$ cat src/rtl/vc_demux_buffer.sv
// vc_demux_buffer: steers incoming words into two per-VC FIFOs with occupancy flags,
// registered pop outputs, registered backpressure and sticky overflow error.
module vc_demux_buffer #(
    parameter int DEPTH     = 4,
    parameter int AF_THRESH = 3,
    parameter int AE_THRESH = 1
) (
    input  logic       clk,
    input  logic       reset_L,
    input  logic [4:0] data_in,
    input  logic       valid_in,
    input  logic       pop_vc0,
    input  logic       pop_vc1,
    output logic [3:0] data_out_vc0,
    output logic [3:0] data_out_vc1,
    output logic       valid_out_vc0,
    output logic       valid_out_vc1,
    output logic       empty_vc0,
    output logic       empty_vc1,
    output logic       full_vc0,
    output logic       full_vc1,
    output logic       almost_full_vc0,
    output logic       almost_full_vc1,
    output logic       almost_empty_vc0,
    output logic       almost_empty_vc1,
    output logic       pause,
    output logic       error
);
    localparam int AW = $clog2(DEPTH);
    localparam logic [AW:0] FULL_CNT = DEPTH[AW:0];
    localparam logic [AW:0] AF_LVL   = AF_THRESH[AW:0];
    localparam logic [AW:0] AE_LVL   = AE_THRESH[AW:0];

    logic [1:0] popReq;
    assign popReq = {pop_vc1, pop_vc0};

    genvar v;
    generate
        for (v = 0; v < 2; v++) begin : gVc
            logic [3:0]    mem [DEPTH];
            logic [AW-1:0] wrPtr;
            logic [AW-1:0] rdPtr;
            logic [AW:0]   count;
            logic [3:0]    dataOut;
            logic          validOut;
            logic          pushReq;
            logic          pushOk;
            logic          popOk;
            logic          drop;
            logic          empty;
            logic          full;
            logic          almostFull;
            logic          almostEmpty;
            always_comb begin
                popOk       = popReq[v] && count != '0;
                pushReq     = valid_in && data_in[4] == 1'(v);
                // a full FIFO still takes a push when a pop frees a slot this cycle
                pushOk      = pushReq && (count != FULL_CNT || popOk);
                drop        = pushReq && !pushOk;
                empty       = count == '0;
                full        = count == FULL_CNT;
                almostFull  = count >= AF_LVL;
                almostEmpty = count <= AE_LVL;
            end
            always_ff @(posedge clk)
                if (pushOk) mem[wrPtr] <= data_in[3:0];
            always_ff @(posedge clk or posedge reset_L) begin
                if (reset_L) begin
                    wrPtr    <= '0;
                    rdPtr    <= '0;
                    count    <= '0;
                    dataOut  <= '0;
                    validOut <= 1'b0;
                end else begin
                    wrPtr    <= pushOk ? wrPtr + AW'(1) : wrPtr;
                    rdPtr    <= popOk ? rdPtr + AW'(1) : rdPtr;
                    count    <= (pushOk && !popOk) ? count + (AW+1)'(1) :
                                (popOk && !pushOk) ? count - (AW+1)'(1) : count;
                    dataOut  <= popOk ? mem[rdPtr] : dataOut;
                    validOut <= popOk;
                end
            end
        end
    endgenerate

    always_ff @(posedge clk or posedge reset_L) begin
        if (reset_L) begin
            pause <= 1'b0;
            error <= 1'b0;
        end else begin
            pause <= gVc[0].almostFull | gVc[1].almostFull;
            error <= error | gVc[0].drop | gVc[1].drop;
        end
    end

    assign data_out_vc0     = gVc[0].dataOut;
    assign data_out_vc1     = gVc[1].dataOut;
    assign valid_out_vc0    = gVc[0].validOut;
    assign valid_out_vc1    = gVc[1].validOut;
    assign empty_vc0        = gVc[0].empty;
    assign empty_vc1        = gVc[1].empty;
    assign full_vc0         = gVc[0].full;
    assign full_vc1         = gVc[1].full;
    assign almost_full_vc0  = gVc[0].almostFull;
    assign almost_full_vc1  = gVc[1].almostFull;
    assign almost_empty_vc0 = gVc[0].almostEmpty;
    assign almost_empty_vc1 = gVc[1].almostEmpty;
endmodule

$ cat config.mk
export PLATFORM = sky130hd
export DESIGN_NAME = vc_demux_buffer
export DESIGN_NICKNAME = d
export VERILOG_FILES = /design/src/rtl/vc_demux_buffer.sv
export SDC_FILE = /design/constraint.sdc
export NUM_CORES = 1
export LEC_CHECK = 0
export BUFFER_PORTS_ARGS = -buffer_cell sky130_fd_sc_hd__buf_2
export CAP_MARGIN = 20
export CORE_ASPECT_RATIO = 0.8
export CORE_MARGIN = 5
export CORE_UTILIZATION = 52
export CTS_CLUSTER_DIAMETER = 80
export DETAILED_ROUTE_END_ITERATION = 6
export PLACE_DENSITY = 0.79
export SYNTH_ARGS = -nofsm -noshare
export SYNTH_HDL_FRONTEND = slang
export SYNTH_SLANG_ARGS = --single-unit
export TNS_END_PERCENT = 10
$ cat constraint.sdc
create_clock -name clk -period 1.8 [get_ports clk]
set_input_delay 0 -clock clk [delete_from_list [all_inputs] [get_ports clk]]
set_output_delay 0 -clock clk [all_outputs]
set_load 0.02 [all_outputs]
## After elaboration in Yosys (flattened, before gate mapping)

Memories as Yosys holds them, arrays and structs flattened. A register that Yosys moved wholly into a read port is not among the register bits.
Index checks and enable logic that the tools add are counted.

| storage, ports and cells | value |
|---|---|
| input port bits | 10 |
| RAM bits | 32 |
| logic and storage cells | 64 |
| flip-flop bits (word level) | 18 |
| memories kept | 2 |

| cells by class | value |
|---|---|
| bitwise gates (word level) | 4 |
| multiplexer cells | 8 |
| equality and inequality tests | 4 |
| add/subtract/negate cells | 8 |
| reductions and logical operators | 24 |
| $lt $le $gt $ge | 4 |

Memory list:

| name | depth | width | read ports | clocked after Yosys merged registers in | wr ports | line | RTL |
|---|---|---|---|---|---|---|---|
| gVc[0].mem | 4 | 4 | 1 | 1 | 1 | 40 | `logic [3:0] mem [DEPTH];` |
| gVc[1].mem | 4 | 4 | 1 | 1 | 1 | 40 |  |

Operator list:

| operator | count |
|---|---|
| $logic_and 1x1->1 | 12 |
| $mux 3 | 4 |
| $add 2x1->2 const B | 4 |
| $add 3x1->3 const B | 2 |
| $eq 3x3->1 const B | 2 |
| $ge 3x2->1 const B | 2 |
| $le 3x1->1 const B | 2 |
| $logic_not 3->1 | 2 |
| $ne 3x3->1 const B | 2 |
| $reduce_bool 3->1 | 2 |
| $sub 3x1->3 const B | 2 |
| $logic_not 1->1 | 4 |
| $mux 1 | 4 |
| $reduce_bool 2->1 | 2 |
| $or 1x1->1 | 3 |
| $logic_or 1x1->1 | 2 |
| $not 1->1 | 1 |

## Longest topological paths before layout

Gate-level depths: netlist (run 1).

| logic depth | value |
|---|---|
| word-level depth | 8 |
| depth in mapped cells | 9 |
| gate-level depth less buffers | 8 |

## Least setup slack after synthesis (run 1)

No wires, ideal clock.

| path | value |
|---|---|
| kind | register to register |
| from | register gVc[1].count[0] |
| to | register gVc[1].count[2] |
| data required time | 1671 ps |
| cell stages (with the launch flop) | 9 |
| arrival | 1879 ps |
| path slack | -208 ps |
| path through | dfrtp_1 > inv_1 > ha_1 > nor2b_1 > nand2b_1 > buf_2 > ha_1 > o21ai_0 > o21ai_0 |

| between the ends | value |
|---|---|
| cells in the longest elaborated chain, start to end | 7 |
| elaborated cells on any way between the ends | 14 |
| classes of those cells | add/sub (2); eq/ne (1); mux (2); reduce/logical (9) |

RTL lines:

| element | line | RTL |
|---|---|---|
| from (decl) | 43 | `logic [AW:0] count;` |
| from (signal assigned) | 77 | `count <= (pushOk && !popOk) ? count + (AW+1)'(1) :` |
| parallel branches: the longest is 7 deep, another holds $sub 3x1->3 | n/a |  |

Several ways; the timed one is not identified. The select of a mux whose other input is x is not followed.
A chain may end at the register's enable or synchronous reset.

## Worst setup path after layout (run 1)

| path | value |
|---|---|
| from | register gVc[0].count[0] |
| to | memory gVc[0].mem[0][2] (enable) |

| between the ends | value |
|---|---|
| cells in the longest elaborated chain, start to end | 6 |
| elaborated cells on any way between the ends | 7 |
| classes of those cells | eq/ne (1); mux (2); reduce/logical (4) |

RTL lines:

| element | line | RTL |
|---|---|---|
| from (decl) | 43 |  |
| from (signal assigned) | 77 |  |
| $reduce_bool 3->1 | 55 | `popOk = popReq[v] && count != '0;` |
| $logic_and 1x1->1 | 55 |  |
| $logic_or 1x1->1 (*) | 58 | `pushOk = pushReq && (count != FULL_CNT \|\| popOk);` |
| $logic_and 1x1->1 (*) | 58 |  |
| $mux 1 (*) | 66 | `if (pushOk) mem[wrPtr] <= data_in[3:0];` |
| $mux 1 (implied by the code) (*) | 66 |  |
| to (decl) | 40 |  |

Every way passes the cells marked *; elsewhere a longest branch is shown, timed or not.

==> impl_metrics.toml, run 1 <==
[setup_path]
path_depth = 6
critical_path_class = "reg2reg"
max_stage_delay_ps = 390
critPathBufInv = 2
path_delay_family = "simple AND/OR/NAND/NOR gates"
required_ps = 1880
path_max_fanout = 6
critPathLaunchType = "flop"
rr_endpoint = "gVc[0].mem[0][2]$_DFFE_PP_"
crit_end = "gVc[0].mem[0][2]$_DFFE_PP_"
arrival_ps = 1780
worstReg2RegStart = "gVc[0].count[0]$_DFFE_PP0P_"
worstSetupStartpoint = "gVc[0].count[0]$_DFFE_PP0P_"
worst_path_max_delay_cell = "dfrtp_1"
reg2reg_depth = 6
crit_chain = "inv_2 > ha_2 > nand3b_1 > and3b_2 > buf_4 > and2_2"
r2r_slack_ps = 110
cp-end-kind = "flop"

[sta]
period_needed_ps = 1690
setup_viol = 0
drv_slew = 0
worst_pin_slew_ps = 350
clock_skew_ps = 9.40
fmax_mhz = 591
hold_viol_final = 0
fin_crit_sh_pct = 94.0
relSlewSlack_pct = 76.7
holdWs_ps = 27.4

[global_route]
grt_pass1_vias = 1500
gr-total-overflow = 0
grt_pass1_wl_mm = 7.22
grt.total_usage_pct = 15.5
antenna_found_initial = 0
grt_max_degree = 27

[routing]
avgRoutedWirePerCell_um = 15.1
totalWireLength_mm = 4.41
ant_nets = 0
drc = 0
firstDrtPassIters = 4
first_iter_violations = 66
vias = 1443
routed_via_density = 4.94

[floorplan]
start_util_pct = 52.7
die_w_um = 89.2
core-area_mm2 = 0.00495
io_pins = 30
dieArea_mm2 = 0.00654
row_count = 23
die_h_um = 73.4

[layout]
n_antenna_cell = 0
regArea_mm2 = 0.00161
nNetsFinal = 255
fin_util_pct = 64.6
fin_cells = 292
drive_gt1_share_pct = 38.3
multi_input_area_um2 = 947
mostFrequentLayoutCell = "edfxtp_1"
most-common-layout-cells = "edfxtp_1, buf_2, dfrtp_1, ha_1, inv_1"
area.growth.synth_to_final_pct = 22.5
n_fill_cell = 358

[logic_synthesis]
seq_area_frac_synth_pct = 61.8
syn_inst = 174
synthMuxAreaShare_pct = 11.5
yosys.area_share.adder_pct = 9.59
synth_top_area_share_pct = 36.8
synthesis.nets = 204
yosysTopAreaCell = "edfxtp_1"
synth_compound_area_share_pct = 3.21
avgSynthCellArea_um2 = 15.0
synth_top_family_by_area = "multiplexers"
ys_seq_elements = 58
synth_cell_type_count = 24
synth_warnings = 0
ys_top_cells_by_area = "edfxtp_1, dfrtp_1, ha_1"
synthXorXnorAreaFrac_pct = 3.36
synth-simple-area-share_pct = 6.86
syn_area_mm2 = 0.00261

[run_status]
status = "completed"

[clock_network]
cts_sinks = 58
clock_latency_ps = 330
numCtsBuffers = 9
cts_root_buf = "clkbuf_8"
cts_buffer_depth = 2
cts_tree = "done"
h-tree-depth = 3
clk_pin_slew_ps = 70

[hold_path]
min_from = "pop_vc0"
min_path_type = "in2reg"

[job]
cap_violations = 0

[place]
dp_hpwl_mm = 3.20
place_congestion = 0.754
dp_cells = 270
port_buffers = 29

[power_and_ir_drop]
vdd.ir_drop.worst_uv = 932
p_leak_nw = 1.38
power_density_mw_per_mm2 = 1700
-- worst min path at each step --
| stage | endpoint | slack, ps | cells after the start |
|---|---|---|---|
| after detailed placement | valid_out_vc1$_DFF_PP0_ | 80 | 3 |
| after CTS | gVc[0].rdPtr[1]$_DFFE_PP0P_ | 10 | 4 |
| after global routing | gVc[0].rdPtr[1]$_DFFE_PP0P_ | 30 | 4 |
| final | gVc[0].rdPtr[1]$_DFFE_PP0P_ | 30 | 4 |
| after floorplan | data_out_vc0[0]$_DFFE_PP0P_ | 40 | 1 |
| after global placement | pause$_DFF_PP0_ | 80 | 3 |
-- area by class of cell --
| class | instances | area share [%] |
|---|---|---|
| well taps | 62 | 2.43 |
| clock inverters | 7 | 3.21 |
| clock buffers | 9 | 3.88 |
| repair buffers | 45 | 8.77 |
| flip-flops and latches | 58 | 50.4 |
| multi-input cells | 97 | 29.6 |
| inverters | 14 | 1.64 |
-- timing repair --
item	4_1_cts	5_1_grt
hold buffers	6	0
endpoints found under the hold margin	59	0
gates resized for setup	0	13
buffers inserted	0	0
setup endpoints to repair	1	17
-- state kept, by name (all words and copies together) (netlist names) --
register	cells
gVc.rdPtr	4
valid_out_vc1	1
gVc.count	6
data_out_vc1	4
data_out_vc0	4
gVc.mem	32
valid_out_vc0	1
pause	1
error	1
gVc.wrPtr	4
-- power by group --
| group | leakage, nW | switching (mW) | total (mW) | internal (mW) |
|---|---|---|---|---|
| clock | 0.110 | 0.532 | 1.32 | 0.790 |
| sequential | 0.594 | 0.307 | 2.09 | 1.78 |
| combinational | 0.671 | 1.04 | 2.03 | 0.993 |
| total | 1.38 | 1.88 | 5.44 | 3.56 |
-- per-stage QoR --
stage | setup WS [ps] | TNS, ps | power (mW) | area (um^2)
floorplan | -50.5 | -50.5 | 3.51 | 2620
CTS | -3.97 | -3.97 | 5.45 | 3160
global route | -18.4 | -31.2 | 5.82 | 3200
detailed placement | 8.63 | 0 | 4.10 | 2870
finish | 108 | 0 | 5.44 | 3200
global placement | 98.7 | 0 | 4.04 | 2870
-- Yosys cell counts --
cell type / instances
edfxtp_1: 32
and3b_1: 1
o21ai_0: 8
dfrtp_1: 26
mux2_4: 2
nand3b_1: 1
xnor2_1: 6
o22ai_1: 1
a21oi_1: 4
a21o_1: 1
buf_6: 3
and2_1: 9
inv_1: 14
mux2_2: 8
nor2b_1: 4
mux4_2: 8
nand2b_1: 3
nand2_1: 5
ha_1: 20
or2_2: 1
nor2_1: 10
o211a_1: 1
xor2_1: 4
buf_2: 2
-- worst register-to-register path: stages, from the launching register on --
cell and delay [ps]:
dfrtp_1 390, inv_2 90, ha_2 190, nand3b_1 110, and3b_2 260, buf_4 170, and2_2 240
-- cell families after synthesis --
logic type,Yosys count
fa+ha+maj,20
simple gates,34
xor+xnor,10
compound gates,15
mux,18
buf+inv,19
flops,58
-- per-layer routing --
layer / global-route usage [%] / share of wire (%)
met1: 20.0 / 46
met5: 0 / 0
met3: 5.94 / 7.1
met2: 23.5 / 46
met4: 6.45 / 1.0
No activity file was read; power rests on OpenSTA's default activity.
==> run 2, diff against run 1 <==
ABC_AREA = 1   (was default)
CORE_UTILIZATION = 53   (was 52)
PLACE_DENSITY = 0.8   (was 0.79)
==> run 2 against run 1 <==
  * Sequential power down 2%
  * Largest cell class unchanged
  * Cell area increased by 7.2%
  * Clock skew is essentially flat
  * Synthesized cell count increased by 74%
  * Setup slack worse by 22 ps
==> impl_metrics.toml, run 2 <==
[routing]
vias = 2028
ant_nets = 0
drc = 0
avgRoutedWirePerCell_um = 12.4
firstDrtPassIters = 4
first_iter_violations = 127
totalWireLength_mm = 5.29
routed_via_density = 4.76

[hold_path]
hold_end = "gVc[0].wrPtr[1]$_DFFE_PP0P_"
min_from = "data_in[4]"
min_path_type = "in2reg"
hold_depth = 5

[logic_synthesis]
avgSynthCellArea_um2 = 9.42
ys.flop_type = "edfxtp_1"
synth_top_area_share_pct = 33.7
synth_cell_type_count = 20
synth_common_cells = "nand2_1, inv_1, edfxtp_1"
synthesis.nets = 333
syn_area_mm2 = 0.00285
syn_inst = 303
ys_seq_elements = 58
synth_warnings = 0
yosysTopAreaCell = "edfxtp_1"
async_flop_share_pct = 44.8
synth-edff-count = 32
ys_top_cells_by_area = "edfxtp_1, dfrtp_1, nand2_1"
synth_most_common_cell = "nand2_1"
seq_area_frac_synth_pct = 56.5

[clock_network]
cts_tree = "done"
clock_latency_ps = 340
clk_pin_slew_ps = 70
h-tree-depth = 3
cts_buffer_depth = 2
cts_sinks = 58
cts_root_buf = "clkbuf_8"
numCtsBuffers = 9

[sta]
period_needed_ps = 1710
holdWs_ps = 89.9
worst_pin_slew_ps = 451
relSlewSlack_pct = 69.9
fin_setup_tns_ps = 0
setup_viol = 0
clock_skew_ps = 9.66
drv_slew = 0
hold_viol_final = 0
fmax_mhz = 584
fin_crit_sh_pct = 95.2

[global_route]
gr-total-overflow = 0
antenna_found_initial = 0
grt_max_degree = 27
grt_pass1_vias = 2041
grt_pass1_wl_mm = 9.25
grt.total_usage_pct = 17.5

[layout]
largest_reg_flops = 32
drive_gt1_share_pct = 19.8
nNetsFinal = 389
regMostFlops = "gVc.mem"
design_area_mm2 = 0.00342
n_fill_cell = 409
area.growth.synth_to_final_pct = 20.0
most-common-layout-cells = "nand2_1, inv_1, edfxtp_1, buf_2, dfrtp_1"
mostFrequentLayoutCell = "nand2_1"
largestRegisters = "gVc.mem: 32 flops, gVc.count: 6 flops"
n_antenna_cell = 0

[setup_path]
worstSetupStartpoint = "valid_in"
reg2reg_depth = 6
path_max_fanout = 2
cp-end-kind = "flop"
worstReg2RegStart = "gVc[1].count[1]$_DFFE_PP0P_"
r2r_slack_ps = 140
required_ps = 2030
critPathLaunchType = "input port"
arrival_ps = 1940
rr_endpoint = "gVc[1].mem[0][1]$_DFFE_PP_"
critical_path_class = "in2reg"

[job]
cap_violations = 0

[place]
port_buffers = 29
dp_hpwl_mm = 3.61
dpl_cell_area_mm2 = 0.00311
place_congestion = 0.869

[power_and_ir_drop]
power.total_mw = 5.38
vdd.ir_drop.worst_uv = 1060
p_leak_nw = 1.75
power_density_mw_per_mm2 = 1570

[floorplan]
io_pins = 30
die_h_um = 75.6
start_util_pct = 55.7
die_w_um = 92.0
row_count = 23
core-area_mm2 = 0.00512
dieArea_mm2 = 0.00696

[run_status]
status = "completed"
==> run 2: changes by cell type after synthesis, sizes merged, moves of 9 or more <==
cell | before | now
nand2 | 5 | 79
inv | 14 | 74
nand3 | 0 | 19
nor2 | 10 | 21
mux2 | 10 | 0
and2 | 9 | 0
==> run 2: how the worst max path moves through the flow <==
stage,endpoint,cells after the start
floorplan,gVc[1].count[2]$_DFFE_PP0P_,10
global placement,gVc[1].count[2]$_DFFE_PP0P_,10
detailed placement,gVc[1].count[2]$_DFFE_PP0P_,10
CTS,gVc[1].count[2]$_DFFE_PP0P_,10
global route,gVc[0].count[2]$_DFFE_PP0P_,10
finish,error$_DFF_PP0_,6
==> run 2: cell type report <==
cell class                 instances  area [um^2]  share of cell area, %
sequential                        58         1610                   47.1
multi-input combinational        167          965                   28.2
timing repair buffer              49          315                   9.21
inverter                          74          278                   8.11
clock buffer                      12          135                   3.95
tap                               62         77.6                   2.27
clock inverter                     4         42.5                   1.24
==> run 2: what timing repair did <==
action | 4_1_cts | 5_1_grt
resized for setup | 0 | 10
buffers inserted | 0 | 3
endpoints found under the setup margin | 0 | 29
endpoints found under the hold margin | 59 | 0
hold buffers | 8 | 0
==> run 2: routing by layer <==
metal / part of all wire [%] / routed length, um / global-route usage [%] / up-vias
met1: 45 / 2400 / 21.6 / 934
li1: - / - / - / 1031
met3: 6.5 / 344 / 6.61 / 7
met2: 47 / 2490 / 29.4 / 56
met4: 1.2 / 61 / 5.44 / 0
met5: 0 / 0 / 0 / -
==> run 2: cells by family (layout without fill, tap and decap cells) <==
kind of cell / count (synthesis) / after routing / synth area share [%]
compound gates: 21 / 21 / 4.82
xor+xnor: 6 / 6 / 1.84
fa+ha+maj: 20 / 20 / 8.77
buf+inv: 78 / 139 / 11.0
flops: 58 / 58 / 56.5
simple gates: 120 / 120 / 17.1
==> run 2: per-stage QoR <==
step | cells | utilization [%] | setup WS, ps
floorplan | 303 | - | 82.2
global placement | 399 | 60.6 | 132
detailed placement | 399 | 60.6 | 35.9
CTS | 423 | 65.7 | 0.453
global route | 426 | 66.9 | -10.0
finish | 426 | 66.9 | 86.2
==> run 2: power by group <==
group / internal, mW / switching (mW) / leakage, nW
Sequential: 1.76 / 0.294 / 0.595
Clock: 0.628 / 0.472 / 0.0894
Combinational: 0.858 / 1.37 / 1.06
==> run 2: worst max-delay path: stages <==
cell and delay, ps:
dlygate4sd3_1 530, buf_2 130, nand2_1 70, dlygate4sd3_1 550, o211ai_1 90, dlygate4sd3_1 560
==> run 3, diff against run 2 <==
CORE_ASPECT_RATIO = 2   (was 0.8)
==> run 3 against run 2 <==
  * Flip-flop and latch count unchanged
  * Worst hold slack worse by 70 ps
  * Cell area down 0.62%
  * Die area up 1.1%
  * Setup slack better by 19 ps
  * Largest power group unchanged
  * Highest routed layer unchanged
==> impl_metrics.toml, run 3 (same netlist as run 2, synthesis figures left out) <==
[run_status]
status = "completed"

[sta]
period_needed_ps = 1690
relSlewSlack_pct = 73.4
worst_pin_slew_ps = 397
timing.final.ws_setup_ps = 105
drv_slew = 0
fin_crit_sh_pct = 94.2
fmax_mhz = 590
setup_viol = 0
hold_viol_final = 0
clock_skew_ps = 3.35

[clock_network]
cts_tree = "done"
h-tree-depth = 3
cts_root_buf = "clkbuf_8"
cts_sinks = 58
numCtsBuffers = 9
clock_latency_ps = 330
cts_buffer_depth = 2
clk_pin_slew_ps = 60

[setup_path]
path_depth = 11
worst_path_max_delay_cell = "dfrtp_1"
reg2reg_depth = 11
worstReg2RegStart = "gVc[0].count[0]$_DFFE_PP0P_"
path_max_fanout = 4
critPathLaunchType = "flop"
max_stage_delay_ps = 430
crit_chain = "inv_2 > ha_2 > nand3_1 > nand2_2 > inv_1 > ha_4 > inv_1 > o21ai_1 > nand2_1 > o21ai_1 > inv_1"
critPathBufInv = 4
critical_path_class = "reg2reg"
path_delay_family = "adder cells"
cp_common_cell = "inv_1"
rr_endpoint = "gVc[0].count[2]$_DFFE_PP0P_"
cp-end-kind = "flop"
r2r_slack_ps = 110
required_ps = 2020
arrival_ps = 1920

[global_route]
grt.total_usage_pct = 17.4
grt_max_degree = 27
grt_pass1_wl_mm = 9.02
gr-total-overflow = 0
antenna_found_initial = 0
grt_pass1_vias = 2108

[layout]
largest_reg_flops = 32
nNetsFinal = 387
regMostFlops = "gVc.mem"
drive_gt1_share_pct = 20.5
most-common-layout-cells = "nand2_1, inv_1, edfxtp_1, buf_2, dfrtp_1"
n_fill_cell = 417
mostFrequentLayoutCell = "nand2_1"
largestRegisters = "gVc.mem: 32 flops, gVc.count: 6 flops"
n_antenna_cell = 0
fin_util_pct = 65.6
regArea_mm2 = 0.00161
multi_input_area_um2 = 950
area.growth.synth_to_final_pct = 19.2

[routing]
first_iter_violations = 67
avgRoutedWirePerCell_um = 12.5
routed_via_density = 4.84
vias = 2026
ant_nets = 0
drc = 0
firstDrtPassIters = 4
totalWireLength_mm = 5.23

[floorplan]
start_util_pct = 55.0
io_pins = 30
die_h_um = 114
core-area_mm2 = 0.00518
die_w_um = 61.9
dieArea_mm2 = 0.00704
row_count = 37

[hold_path]
min_path_type = "in2reg"
hold_depth = 4
min_from = "pop_vc1"
hold_end = "error$_DFF_PP0_"

[place]
port_buffers = 29
place_congestion = 0.856
dp_hpwl_mm = 3.85
dp_worst_setup_slack_ps = 7.32

[power_and_ir_drop]
switching_share_pct = 39.2
vdd.ir_drop.worst_uv = 1240
power.share.clock_pct = 21.7
p_leak_nw = 1.75
intPower_mw = 3.27
power.total_mw = 5.37
power_density_mw_per_mm2 = 1580
combPwrFrac_pct = 40.1
switchingPower_mw = 2.10
pwr-share-seq_pct = 38.2

[job]
cap_violations = 0
run 3: per-stage QoR:
step,hold slack (ps),std cells,area [um^2],TNS [ps]
after global routing,52.2,419,3400,-27.9
after CTS,10.2,417,3370,0
after global placement,78.3,395,3100,0
after detailed placement,80.3,395,3100,0
after floorplan,40.0,303,2850,0
final,19.8,419,3400,0
run 3: worst reg2reg max path: cells and delay by family (launching register included):
| family | cells | cell delay, ps |
|---|---|---|
| DFF | 1 | 430 |
| and+or+nand+nor | 3 | 250 |
| adders and majority gates | 2 | 480 |
| AOI/OAI and AO/OA | 2 | 160 |
| buffers and inverters | 4 | 270 |
run 3: area by class of cell:
cell class | count | area share (%)
sequential | 58 | 47.4
clock buffer | 12 | 4.56
clock inverter | 3 | 1.14
multi-input combinational | 167 | 27.9
tap | 58 | 2.13
timing repair buffer | 47 | 8.75
inverter | 74 | 8.16
run 3: repair_timing:
item                                   CTS  global route
setup endpoints to repair                0             4
endpoints found under the hold margin   59             0
buffers inserted                         0             2
resized for setup                        0            11
hold buffers                             7             0
run 3: how the worst max path moves through the flow:
stage	start	end
finish	gVc[0].count[0]$_DFFE_PP0P_	gVc[0].count[2]$_DFFE_PP0P_
global route	gVc[0].count[0]$_DFFE_PP0P_	gVc[0].count[2]$_DFFE_PP0P_
CTS	gVc[0].count[0]$_DFFE_PP0P_	gVc[0].count[2]$_DFFE_PP0P_
detailed placement	gVc[0].count[0]$_DFFE_PP0P_	gVc[0].count[2]$_DFFE_PP0P_
global placement	gVc[0].count[0]$_DFFE_PP0P_	gVc[0].count[2]$_DFFE_PP0P_
floorplan	gVc[1].count[0]$_DFFE_PP0P_	gVc[1].count[2]$_DFFE_PP0P_
run 3: per-layer routing:
metal	vias up	global-route usage [%]	share of wire [%]
li1	1028	-	-
met1	930	17.7	35
met2	53	30.5	57
met3	15	4.76	4.6
met4	0	9.07	2.9
met5	-	0	0
run 3: power groups by stage:
stage               clock [mW]  sequential [mW]  combinational, mW
finish                    1.17             2.05               2.15
global route              1.25             2.10               2.47
CTS                       1.20             2.04               2.09
detailed placement           0             2.06               2.06
global placement             0             2.04               1.98
floorplan                    0             2.08               1.47
